`src/rtl/counter_pkg.sv`:
```
// Shared types and constants for the 3-bit up counter and the blocks that consume its count.
package counter_pkg;

  localparam int CNT_WIDTH = 3;
  localparam int CNT_MAX   = (1 << CNT_WIDTH) - 1;

  typedef logic [CNT_WIDTH-1:0] cnt_t;
  typedef logic [CNT_WIDTH:0]   duty_t;

endpackage

```
`src/rtl/count_seq_checker.sv`:
```
// Tracks the previous count sample to detect period wraps and to flag any step that is not +1.
module count_seq_checker #(
  parameter int WIDTH = 3
) (
  input  logic             clk,
  input  logic             reset,
  input  logic [WIDTH-1:0] i_count,
  input  logic             i_err_clr,
  output logic             o_wrap,
  output logic             o_wrap_pulse,
  output logic             o_seq_err
);

  logic [WIDTH-1:0] r_prev_count;
  logic             r_prev_valid;
  logic             r_wrap_pulse;
  logic             r_seq_err;
  logic [WIDTH-1:0] w_expected;
  logic             w_wrap;
  logic             w_step_err;

  // The very first sample after reset has no history, so it can neither wrap nor fail the step check.
  assign w_expected = r_prev_count + WIDTH'(1'b1);
  assign w_wrap     = r_prev_valid && (r_prev_count == '1) && (i_count == '0);
  assign w_step_err = r_prev_valid && (i_count != w_expected);

  always_ff @(posedge clk or posedge reset) begin
    if (reset) begin
      r_prev_count <= '0;
      r_prev_valid <= 1'b0;
      r_wrap_pulse <= 1'b0;
    end else begin
      r_prev_count <= i_count;
      r_prev_valid <= 1'b1;
      r_wrap_pulse <= w_wrap;
    end
  end

  // A fresh error outranks a simultaneous clear so no bad step is ever lost.
  always_ff @(posedge clk or posedge reset) begin
    if (reset) begin
      r_seq_err <= 1'b0;
    end else if (w_step_err) begin
      r_seq_err <= 1'b1;
    end else if (i_err_clr) begin
      r_seq_err <= 1'b0;
    end
  end

  assign o_wrap       = w_wrap;
  assign o_wrap_pulse = r_wrap_pulse;
  assign o_seq_err    = r_seq_err;

endmodule

```
`src/rtl/pwm_gen_from_count.sv`:
```
// PWM generator driven by an external free-running count; duty is double-buffered and
// committed only when the count returns to zero so a period is never glitched.
module pwm_gen_from_count
  import counter_pkg::*;
#(
  parameter int WIDTH      = CNT_WIDTH,
  parameter int WRAP_CNT_W = 8
) (
  input  logic                  clk,
  input  logic                  reset,
  input  logic [WIDTH-1:0]      count_in,
  input  logic [WIDTH:0]        duty_i,
  input  logic                  duty_valid_i,
  output logic                  duty_ready_o,
  input  logic                  err_clr_i,
  output logic                  pwm_o,
  output logic                  wrap_o,
  output logic [WRAP_CNT_W-1:0] wrap_cnt_o,
  output logic                  seq_err_o
);

  localparam logic [WIDTH:0] DUTY_MAX = {1'b1, {WIDTH{1'b0}}};

  logic [WIDTH:0]        r_pending;
  logic                  r_pending_valid;
  logic [WIDTH:0]        r_duty_active;
  logic                  r_pwm;
  logic [WRAP_CNT_W-1:0] r_wrap_cnt;

  logic                  w_xfer;
  logic                  w_commit;
  logic [WIDTH:0]        w_duty_clamped;
  logic [WIDTH:0]        w_duty_eff;
  logic                  w_wrap;
  logic                  w_wrap_pulse;
  logic                  w_seq_err;

  count_seq_checker #(
    .WIDTH(WIDTH)
  ) u_seq_checker (
    .clk         (clk),
    .reset       (reset),
    .i_count     (count_in),
    .i_err_clr   (err_clr_i),
    .o_wrap      (w_wrap),
    .o_wrap_pulse(w_wrap_pulse),
    .o_seq_err   (w_seq_err)
  );

  // Commit is keyed on count==0 alone, so the first zero after reset also loads a pending duty.
  assign w_xfer         = duty_valid_i && !r_pending_valid;
  assign w_commit       = r_pending_valid && (count_in == '0);
  assign w_duty_clamped = (duty_i > DUTY_MAX) ? DUTY_MAX : duty_i;
  assign w_duty_eff     = w_commit ? r_pending : r_duty_active;

  // Ready is simply the inverse of the pending flag, so a transfer and a commit can never collide.
  always_ff @(posedge clk or posedge reset) begin
    if (reset) begin
      r_pending       <= '0;
      r_pending_valid <= 1'b0;
      r_duty_active   <= '0;
    end else begin
      if (w_xfer) begin
        r_pending       <= w_duty_clamped;
        r_pending_valid <= 1'b1;
      end else if (w_commit) begin
        r_pending_valid <= 1'b0;
      end
      if (w_commit) begin
        r_duty_active <= r_pending;
      end
    end
  end

  always_ff @(posedge clk or posedge reset) begin
    if (reset) begin
      r_pwm      <= 1'b0;
      r_wrap_cnt <= '0;
    end else begin
      r_pwm <= ({1'b0, count_in} < w_duty_eff);
      if (w_wrap && (r_wrap_cnt != '1)) begin
        r_wrap_cnt <= r_wrap_cnt + WRAP_CNT_W'(1'b1);
      end
    end
  end

  assign duty_ready_o = !r_pending_valid;
  assign pwm_o        = r_pwm;
  assign wrap_o       = w_wrap_pulse;
  assign wrap_cnt_o   = r_wrap_cnt;
  assign seq_err_o    = w_seq_err;

endmodule

```
`config.mk`:
```
export PLATFORM = sky130hd
export DESIGN_NAME = pwm_gen_from_count
export DESIGN_NICKNAME = d
export VERILOG_FILES = /design/src/rtl/counter_pkg.sv /design/src/rtl/count_seq_checker.sv /design/src/rtl/pwm_gen_from_count.sv
export SDC_FILE = /design/constraint.sdc
export NUM_CORES = 1
export LEC_CHECK = 0
export CAP_MARGIN = 30
export CORE_AREA = 2 2 51 53
export CTS_CLUSTER_DIAMETER = 150
export DETAILED_ROUTE_END_ITERATION = 12
export DIE_AREA = 0 0 53 55
export HOLD_SLACK_MARGIN = 0.12
export PLACE_DENSITY = 0.84
export SYNTH_ARGS = -nofsm -noshare
export SYNTH_HDL_FRONTEND = slang
export SYNTH_SLANG_ARGS = --single-unit
```
`constraint.sdc`:
```
create_clock -name clk -period 1.9 [get_ports clk]
set_clock_uncertainty 0.2 [all_clocks]
set_input_delay 0.285 -clock clk [delete_from_list [all_inputs] [get_ports clk]]
set_output_delay 0.285 -clock clk [all_outputs]
set_load 0.02 [all_outputs]
```
==> metrics.md, run 1 <==
| Metric | Value |
|---|---|
| Run status | finished clean |
| Period utilization | 0.9961 |
| EDFF count, synth | 0 |
| Drt pass-1 iters | 4 |
| Sequential area share after synthesis | 0.5536 |
| Reg-to-Reg End | pwm_o |
| Num CTS Buffers | 3 |
| Crit path max fanout | 3 |
| Via count | 854 |
| Crit path arrival time | 1900 ps |
| Clk pwr share | 0.216 |
| DP Wirelength | 1.573 mm |
| Static leakage | 0.8307 nW |
| Multiplexer share of the synthesized area | 0.09573 |
| Pint | around 0.89 mW |
| Worst EP required | 1900 ps |
| GRT overflow | 0 |
| Compound-Gate Fraction of Synth Area | 0.08304 |
| Hold wc startpoint | count_in[0] |
| Setup-failing EPs final | 0 |
| Buf+Inv Stages, Crit Path | 1 |
| Slowest-stage cell, CP | a211o_1 |
| CTS sink cnt | 24 |
| NumNets Final | 157 |
| Cell-by-cell trace of the critical path | dlygate4sd2_1, nor3_2, and2_4, mux2i_4, ha_2, o21a_1, nor2_1, a211o_1 |
| Yosys reg bits | 24 |
| Largest family of logic cells by synthesized area | simple AND/OR/NAND/NOR gates |
| GRT Total Usage | 0.1795 |
| CTS tree | done |
| DR iter-0 viols | 10 |
| Core region area | between 2000 and 2500 µm² |
| Crit Path Category | in2reg |
| Area added between synthesis and finish | 43.83% |
| Ys async rst share | 1.000 |
| Min-Delay Path Class | in2reg |
| Initial Utilization | 0.4587 |
| Routed len/inst | 12.72 µm |
| Final TNS setup | 0 ps |
| Gpl congestion | 0.7924 |
| Maximum root-to-sink buffer count | 2 |
| Reg2Reg Depth | 6 |
| Top_reg_cell synth | dfrtp_1 |
| PortBufs | 22 |
| Net Sw Power | between 0.3 and 0.4 mW |
| Mapped Cells | 95 |
| Post-Synth Adder-Cell Area | 0.05767 |
| Endpoint class of the critical path | flop |
| Count of cell types in the netlist | 27 |
| Final ANT Viol Nets | 0 |
| H-tree levels | 1 |
| Die Ht | 55 µm |
| Mapped Nets | 111 |
| Design Area, Final | 1560 µm² |
| Initial antenna violation count | 0 |
| Die area | between 2000 and 3000 µm² |
| Worst hold endpoint | u_seq_checker.r_prev_count[0] |
| Switch share | 0.2682 |
| Worst vdd ir | roughly 0.00077 V |
| Worst Hold Depth | 2 |
| Post-synthesis xor/xnor area fraction | 0.04037 |
| Ant diodes | 0 |
| Post-route total power | roughly 1.2 mW |
| Fin. max-slew vios | 0 |
| Clk_lat worst skew | 310 ps |
| Synth Area per Inst | 11.42 µm² |
| Min Tclk post-route | 1893 ps |
| Simple-gate share of the synthesized area | 0.1246 |
| Synth warn | 0 |
| Worst Hold Margin | 169.5 ps |
| RR Startpoint | r_pending_valid |
| Global-route wire length before repair | 3.691 mm |
| CP top delay family | simple AND/OR/NAND/NOR gates |
| Peak Freq | between 0.5 and 0.6 GHz |
| Synthesized cell area | roughly 1100 µm² |
| Reg clk slew, reported paths | 120 ps |
| Logic pwr share | 0.269 |
| Worst setup SP type | input port |
| I/O Pins | 23 |
| PD cells | 777.7 nW/µm² |
| Root Buffer Master | clkbuf_4 |
| Register share of total power | 0.515 |
| Drt drc | 0 |
| Final worst-path setup slack | between 7 and 8 ps |
| Vias per Instance | about 5 |
| DRT Wirelength | 2.162 mm |
| Final hold violations | 0 |
| Die X | ~53 µm |
| Crit-path max cell delay | 270 ps |
| Max-Cap Viols | 0 |
| Proportion of layout cells with a drive suffix above 1 | 0.2429 |
| Placement Setup Slack | -398.1 ps |
| Area after DPL | 1421 µm² |
| Reg2reg setup slack | 70 ps |
| Pin count of the biggest net entering global routing | 25 |
| Std-Cell Rows | 18 |
| Number of global-route vias before repair | 910 |
-- flip-flops by register name, indices dropped and copies added, names as in the netlist --
register,count
pwm_o,1
r_duty_active,4
r_pending,4
r_pending_valid,1
u_seq_checker.o_seq_err,1
u_seq_checker.o_wrap_pulse,1
u_seq_checker.r_prev_count,3
u_seq_checker.r_prev_valid,1
wrap_cnt_o,8
-- Yosys cell counts, types with 2 or more instances --
| cell type | number | share of area |
|---|---|---|
| a21oi_1 | 3 | 0.014 |
| dfrtp_1 | 24 | 0.55 |
| ha_1 | 5 | 0.058 |
| inv_1 | 8 | 0.028 |
| mux2_2 | 3 | 0.031 |
| mux2_4 | 2 | 0.028 |
| mux2i_1 | 4 | 0.037 |
| nand2_1 | 6 | 0.021 |
| nand2b_1 | 3 | 0.017 |
| nand3_1 | 3 | 0.014 |
| nand4_1 | 3 | 0.017 |
| nor2_1 | 7 | 0.024 |
| nor3_1 | 3 | 0.014 |
| o21a_1 | 2 | 0.014 |
| o21ai_0 | 4 | 0.018 |
| xnor2_1 | 2 | 0.016 |
| xor2_1 | 3 | 0.024 |
-- kinds of logic after synthesis --
logic type                 count (synthesis)
adders and majority gates                  5
other                                      1
DFF                                       24
xor gates and xnor gates                   5
buffers and inverters                     10
AOI/OAI and AO/OA                         14
muxes                                      9
and+or+nand+nor                           27
-- worst register-to-register path, stage by stage (launching register included) --
cell	delay, ps
dfrtp_1	420
and2_4	170
mux2i_4	190
ha_2	320
o21a_1	110
nor2_1	40
a211o_1	270
-- worst max path at each step --
stage                    startpoint            end  slack, ps  cells past startpoint
floorplan             wrap_cnt_o[0]  wrap_cnt_o[1]         10                      4
global placement        count_in[2]          pwm_o       -350                      8
detailed placement      count_in[2]          pwm_o       -400                      8
CTS                 r_pending_valid   duty_ready_o       0.08                      2
global route            count_in[0]          pwm_o         -7                      8
finish                  count_in[0]          pwm_o          7                      8
-- power by group through the flow --
stage / Combinational, mW / Sequential [mW] / Clock, mW
6_report: 0.326 / 0.625 / 0.262
5_1_grt: 0.356 / 0.634 / 0.294
4_1_cts: 0.301 / 0.621 / 0.268
3_5_place_dp: 0.280 / 0.629 / 0
3_3_place_gp: 0.272 / 0.626 / 0
2_1_floorplan: 0.129 / 0.649 / 0
-- metal layers --
metal  track usage  wire length (µm)  vias to the layer above
met5             0                 0                        -
met2        0.3438              1192                       23
met4       0.09829                26                        0
met1        0.1858               852                      413
li1              -                 -                      414
met3       0.03226                92                        4
-- through the flow --
step / utilization / std cells
after floorplan: - / 95
after global placement: 0.6011 / 158
after detailed placement: 0.6011 / 158
after CTS: 0.6339 / 167
after global routing: 0.6598 / 170
final: 0.6598 / 170
-- area by class of cell --
| type | instances | area (µm²) |
|---|---|---|
| Timing Repair Buffer | 42 | 387.9 |
| Inverter | 9 | 33.78 |
| Tap cell | 30 | 37.54 |
| Fill cell | 192 | 804.5 |
| Sequential cell | 24 | 600.6 |
| Multi-Input combinational cell | 61 | 464.2 |
| Clock buffer | 4 | 36.28 |
-- cell usage in the layout, fill, tap and decap left out, types with 4 or more instances in the layout --
| cell | instances |
|---|---|
| buf_4 | 18 |
| clkdlybuf4s50_1 | 11 |
| dfrtp_1 | 24 |
| dlygate4sd2_1 | 4 |
| dlymetal6s2s_1 | 7 |
| ha_1 | 4 |
| inv_1 | 8 |
| nand2_1 | 6 |
| nor2_1 | 7 |
| o21ai_0 | 4 |
-- repair_timing --
action,in CTS,in global routing
resized for setup,6,10
endpoints found under the hold margin,24,1
hold buffers,1,1
pin swaps,3,3
setup buffers,4,2
setup endpoints to repair,3,9
Power figures use the tool's default switching activity.
==> run 2: changes to the inputs <==
- PLACE_DENSITY: 0.84 -> default
- PLACE_DENSITY_LB_ADDON: default -> 0.12
==> run 2 against run 1 <==
Combinational power down 11%. Non-clock buffer count down 4. Clock-buffer cell count down 1. Power down 6.8%. Register-to-register slack better by 50 ps. Utilization down 3.0 points.
==> metrics.md, run 2 (synthesis gave the netlist of run 1 again) <==
| Metric | Value |
|---|---|
| Run status | finished clean (unchanged) |
| Peak Freq | 0.5441 GHz (was 0.5284 GHz) |
| Pin count of the biggest net entering global routing | 25 (unchanged) |
| Worst setup SP type | flop (was input port) |
| Worst Hold Margin | 175.1 ps (was 169.5 ps) |
| Crit Path Category | reg2out (was in2reg) |
| Reg2reg setup slack | 120 ps (was 70 ps) |
| Clk_lat worst skew | 310 ps (about the same) |
| Non-filler instance count after layout | 165 (was 170) |
| Initial antenna violation count | 0 (unchanged) |
| Std-Cell Rows | 18 (unchanged) |
| Core region area | 2365 µm² (unchanged) |
| Placement Setup Slack | -412.0 ps (was -398.1 ps) |
| Area after DPL | 1421 µm² (unchanged) |
| Maximum root-to-sink buffer count | 2 (unchanged) |
| Max-Cap Viols | 0 (unchanged) |
| Die Ht | 55 µm (unchanged) |
| Crit path max fanout | 4 (was 3) |
| Min Tclk post-route | 1838 ps (was 1893 ps) |
| GR peak layer | met2 (unchanged) |
| PD cells | 759.9 nW/µm² (was 777.7 nW/µm²) |
| Die X | 53 µm (unchanged) |
| Dpl cells | 158 (unchanged) |
| Worst Hold Depth | 2 (unchanged) |
| Setup-failing EPs final | 0 (unchanged) |
| Crit path arrival time | 1350 ps (was 1900 ps) |
| Worst EP required | 1410 ps (was 1900 ps) |
| Cell-by-cell trace of the critical path | clkdlybuf4s50_1 (was dlygate4sd2_1, nor3_2, and2_4, mux2i_4, ha_2, o21a_1, nor2_1, a211o_1) |
| Ant diodes | 0 (unchanged) |
| CTS sink cnt | 24 (unchanged) |
| Gpl congestion | 0.7155 (was 0.7924) |
| Final ANT Viol Nets | 0 (unchanged) |
| Slowest-stage cell, CP | clkdlybuf4s50_1 (was a211o_1) |
| DP Wirelength | 1.545 mm (was 1.573 mm) |
| Drt pass-1 iters | 6 (was 4) |
| Most common cell after layout, fill and taps aside | dfrtp_1 (unchanged) |
| Reg2Reg Depth | 6 (unchanged) |
| Final hold violations | 0 (unchanged) |
| Die area | 2915 µm² (unchanged) |
| Via count | 825 (was 854) |
| Root Buffer Master | clkbuf_4 (unchanged) |
| Number of global-route vias before repair | 828 (was 910) |
| Min-Delay Path Class | in2reg (unchanged) |
| Commonest non-fill, non-tap cells in the layout | 24 x dfrtp_1, 15 x buf_4, 12 x clkdlybuf4s50_1, 8 x inv_1, 7 x nor2_1 (was 24 x dfrtp_1, 18 x buf_4, 11 x clkdlybuf4s50_1, 8 x inv_1) |
| DRT Wirelength | 2.100 mm (was 2.162 mm) |
| Area added between synthesis and finish | 37.26% (was 43.83%) |
| RSZ-0062 raised after global routing | no |
| Vias per Instance | 5.000 (was 5.024) |
| Global-route wire length before repair | 3.657 mm (was 3.691 mm) |
| Initial Utilization | 0.4587 (unchanged) |
| Final worst-path setup slack | 62.04 ps (was 7.464 ps) |
| Static leakage | 0.7792 nW (was 0.8307 nW) |
| Design Area, Final | 1489 µm² (was 1560 µm²) |
| CP Depth | 1 (was 8) |
| GR Util met1 | 0.2155 (was 0.1858) |
| GRT Total Usage | 0.1774 (was 0.1795) |
| NumNets Final | 153 (was 157) |
| Worst vdd ir | 0.0005390 V (was 0.0007675 V) |
| Max reg flops | 8 (unchanged) |
| Num CTS Buffers | 3 (unchanged) |
| Reg clk slew, reported paths | 130 ps (was 120 ps) |
| GR Layer Usage met2 | 0.3083 (was 0.3438) |
| Fin. max-slew vios | 0 (unchanged) |
| Buf+Inv Stages, Crit Path | 1 (unchanged) |
| CP top delay family | buffers and inverters (was simple AND/OR/NAND/NOR gates) |
| H-tree levels | 1 (unchanged) |
| GRT overflow | 0 (unchanged) |
| Endpoint class of the critical path | output pin (was flop) |
| Period utilization | 0.9673 (was 0.9961) |
| Crit-path max cell delay | 620 ps (was 270 ps) |
| Drt drc | 0 (unchanged) |
| Filler instances | 221 (was 192) |
| CTS tree | done (unchanged) |
| M3 GR Usage | 0.03226 (unchanged) |
| DR iter-0 viols | 8 (was 10) |
| Proportion of layout cells with a drive suffix above 1 | 0.2074 (was 0.2429) |
| I/O Pins | 23 (unchanged) |
| Routed len/inst | 12.73 µm (was 12.72 µm) |
| PortBufs | 22 (unchanged) |
run 2: cell types whose count changed in the layout (fill, tap and decap cells not counted):
| cell | previous run | this run |
|---|---|---|
| buf_4 | 18 | 15 |
| clkbuf_8 | 1 | 0 |
| clkdlybuf4s50_1 | 11 | 12 |
| dlygate4sd2_1 | 4 | 5 |
| dlygate4sd3_1 | 2 | 1 |
| dlymetal6s2s_1 | 7 | 5 |
| mux2i_1 | 2 | 3 |
| mux2i_4 | 1 | 0 |
| o2111ai_1 | 0 | 1 |
| o2111ai_2 | 1 | 0 |
run 2: layout make-up:
| class | instances | area (µm²) | area share |
|---|---|---|---|
| clock buffers | 3 | 22.52 | 0.01513 |
| inverters | 9 | 33.78 | 0.02269 |
| multi-input cells | 61 | 445.4 | 0.2992 |
| flip-flops and latches | 24 | 600.6 | 0.4034 |
| well taps | 30 | 37.54 | 0.02521 |
| repair buffers | 38 | 349.1 | 0.2345 |
run 2: where the power goes:
group	internal (mW)	leakage [nW]	switching, mW
clock network	0.0741	0.0138	0.149
logic	0.162	0.470	0.130
registers	0.583	0.295	0.0337
total	0.819	0.779	0.313
run 2: stage by stage:
| step | TNS [ps] | power (mW) | util |
|---|---|---|---|
| global route | 0 | 1.200 | 0.6296 |
| detailed placement | -895.1 | 0.9121 | 0.6011 |
| finish | 0 | 1.131 | 0.6296 |
| CTS | 0 | 1.143 | 0.6243 |
| floorplan | 0 | 0.7780 | - |
| global placement | -754.7 | 0.9020 | 0.6011 |
run 2: path summary, 6_finish.rpt:
check | startpoint | end
max | wrap_cnt_o[3] | wrap_cnt_o[3]
min | count_in[0] | u_seq_checker.r_prev_count[0]
max reg2reg | r_pending_valid | pwm_o
min reg2reg | r_duty_active[3] | r_duty_active[3]
max in group asynchronous | reset | pwm_o
min in group asynchronous | reset | wrap_cnt_o[3]
run 2: repair_timing:
| action | in CTS | in global routing |
|---|---|---|
| hold buffers | 1 | 0 |
| setup buffers | 3 | 0 |
| pin swaps | 3 | 0 |
| setup endpoints to repair | 3 | 5 |
| resized for setup | 7 | 5 |
| endpoints found under the hold margin | 24 | 0 |
run 2: layer usage:
layer | vias to the layer above | wire (µm)
met5 | - | 0
li1 | 409 | -
met4 | 0 | 15
met2 | 12 | 1135
met3 | 2 | 69
met1 | 402 | 879
==> run 3: changes to the inputs <==
- CORE_AREA: 2 2 51 53 -> 2 2 67 50
- DIE_AREA: 0 0 53 55 -> 0 0 69 52
==> run 3 against run 2 <==
Combinational power is 11% higher. Critical endpoint is now pwm_o. Final cell count rose by 5.5%. Clock-buffer cell count stayed put. Clock power increased by 97%. Register-to-register slack about the same. Via count decreased by 2.1%. Die area up 23%. Sequential power is essentially flat. Critical path type is now in2reg. Largest cell class unchanged.
==> metrics.md, run 3 (synthesis gave the netlist of run 1 again) <==
| Metric | Value |
|---|---|
| Worst Hold Margin | 174.4 ps (was 175.1 ps) |
| Reg2Reg Depth | 6 (unchanged) |
| Pin count of the biggest net entering global routing | 25 (unchanged) |
| CTS tree | done (unchanged) |
| Commonest non-fill, non-tap cells in the layout | 24 x dfrtp_1, 19 x clkdlybuf4s50_1, 16 x buf_4, 8 x inv_1, 7 x nor2_1 (was 24 x dfrtp_1, 15 x buf_4, 12 x clkdlybuf4s50_1, 8 x inv_1, 7 x nor2_1) |
| Die area | 3588 µm² (was 2915 µm²) |
| PD cells | 895.0 nW/µm² (was 759.9 nW/µm²) |
| Post-route total power | 1.382 mW (was 1.131 mW) |
| Maximum root-to-sink buffer count | 2 (unchanged) |
| Drt drc | 0 (unchanged) |
| Routed len/inst | 12.43 µm (was 12.73 µm) |
| Setup-failing EPs final | 0 (unchanged) |
| NumNets Final | 153 (unchanged) |
| DR iter-0 viols | 34 (was 8) |
| H-tree levels | 1 (unchanged) |
| Fin. max-slew vios | 0 (unchanged) |
| GRT Total Usage | 0.1349 (was 0.1774) |
| I/O Pins | 23 (unchanged) |
| Period utilization | 0.9716 (was 0.9673) |
| CTS sink cnt | 24 (unchanged) |
| Number of global-route vias before repair | 776 (was 828) |
| Design Area, Final | 1544 µm² (was 1489 µm²) |
| Final Core Density | 0.5185 (was 0.6296) |
| Die Ht | 52 µm (was 55 µm) |
| Initial antenna violation count | 0 (unchanged) |
| Placement Setup Slack | -442.1 ps (was -412.0 ps) |
| Static leakage | 0.7224 nW (was 0.7792 nW) |
| Filler instances | 277 (was 221) |
| Non-filler instance count after layout | 174 (was 165) |
| Crit path arrival time | 1810 ps (was 1350 ps) |
| Gpl congestion | 0.8228 (was 0.7155) |
| Slowest-stage cell, CP | a211o_1 (was clkdlybuf4s50_1) |
| Most common cell after layout, fill and taps aside | dfrtp_1 (unchanged) |
| Core region area | 2978 µm² (was 2365 µm²) |
| Area added between synthesis and finish | 42.33% (was 37.26%) |
| DP Wirelength | 1.613 mm (was 1.545 mm) |
| Clk_lat worst skew | 270 ps (was 310 ps) |
| Proportion of layout cells with a drive suffix above 1 | 0.2206 (was 0.2074) |
| Final TNS setup | 0 ps (unchanged) |
| Peak Freq | 0.5417 GHz (was 0.5441 GHz) |
| Crit path max fanout | 3 (was 4) |
| Max reg flops | 8 (unchanged) |
| Worst EP required | 1860 ps (was 1410 ps) |
| Root Buffer Master | clkbuf_8 (was clkbuf_4) |
| Final worst-path setup slack | 53.88 ps (was 62.04 ps) |
| Vias per Instance | 4.644 (was 5.000) |
| Cell-by-cell trace of the critical path | dlygate4sd2_1, nor3_2, and2_4, mux2i_4, ha_2, o21a_1, nor2_1, a211o_1 (was clkdlybuf4s50_1) |
| Min Tclk post-route | 1846 ps (was 1838 ps) |
| Max-Cap Viols | 0 (unchanged) |
| Global-route wire length before repair | 3.670 mm (was 3.657 mm) |
| DRT Wirelength | 2.163 mm (was 2.100 mm) |
| Area after DPL | 1431 µm² (was 1421 µm²) |
| Run status | finished clean (unchanged) |
| Reg clk slew, reported paths | 90 ps (was 130 ps) |
| Initial Utilization | 0.3643 (was 0.4587) |
| Num CTS Buffers | 3 (unchanged) |
| Worst vdd ir | 0.0005402 V (was 0.0005390 V) |
| GRT overflow | 0 (unchanged) |
| Endpoint class of the critical path | flop (was output pin) |
| Std-Cell Rows | 17 (was 18) |
| Worst setup SP type | input port (was flop) |
| Final ANT Viol Nets | 0 (unchanged) |
| Ant diodes | 0 (unchanged) |
| Die X | 69 µm (was 53 µm) |
| Min-Delay Path Class | in2async (was in2reg) |
| Via count | 808 (was 825) |
| Drt pass-1 iters | 4 (was 6) |
| Final hold violations | 0 (unchanged) |
| Crit Path Category | in2reg (was reg2out) |
| PortBufs | 22 (unchanged) |
| Crit-path max cell delay | 260 ps (was 620 ps) |
| Dpl cells | 166 (was 158) |
==> run 3: layer usage <==
metal | GRT usage | share of wire | vias up
met2 | 0.1971 | 0.42 | 18
met1 | 0.1844 | 0.53 | 381
met4 | 0.05882 | 0.016 | 0
met5 | 0 | 0 | -
li1 | - | - | 405
met3 | 0.04264 | 0.037 | 4
==> run 3: final cells by class <==
cell class | instances | area (µm²) | share of cell area
flip-flops and latches | 24 | 600.6 | 0.3890
inverters | 9 | 33.78 | 0.02188
repair buffers | 38 | 336.6 | 0.2180
clock inverters | 1 | 30.03 | 0.01945
multi-input cells | 61 | 454.2 | 0.2942
clock buffers | 3 | 41.29 | 0.02674
well taps | 38 | 47.55 | 0.03079
==> run 3: critical path, delay by kind of cell <==
kind	cells	cell delay [ps]
AOI/OAI and AO/OA	2	390
adders and majority gates	1	200
buffers and inverters	1	250
muxes	1	230
and+or+nand+nor	3	450
==> run 3: where the power goes <==
group          switching, mW  internal [mW]  total [mW]
sequential            0.0358          0.583       0.619
clock                  0.158          0.282       0.440
combinational          0.136          0.186       0.323
total                  0.330           1.05        1.38
==> run 3: timing repair <==
| action | 4_1_cts | 5_1_grt |
|---|---|---|
| pin swaps | 3 | 3 |
| endpoints found under the setup margin | 1 | 1 |
| gates resized for setup | 5 | 1 |
| gates cloned | 0 | 0 |
| hold buffers | 0 | 0 |
| hold endpoints to repair | 0 | 0 |
| buffers inserted | 3 | 1 |
==> run 3: final timing paths <==
check,end,slack (ps),startpoint
max,pwm_o,50,count_in[1]
min,wrap_cnt_o[2],170,reset
max reg2reg,pwm_o,110,r_pending_valid
min reg2reg,r_duty_active[0],300,r_duty_active[0]
max in group asynchronous,r_duty_active[2],1080,reset
min in group clk,u_seq_checker.r_prev_count[1],210,count_in[1]
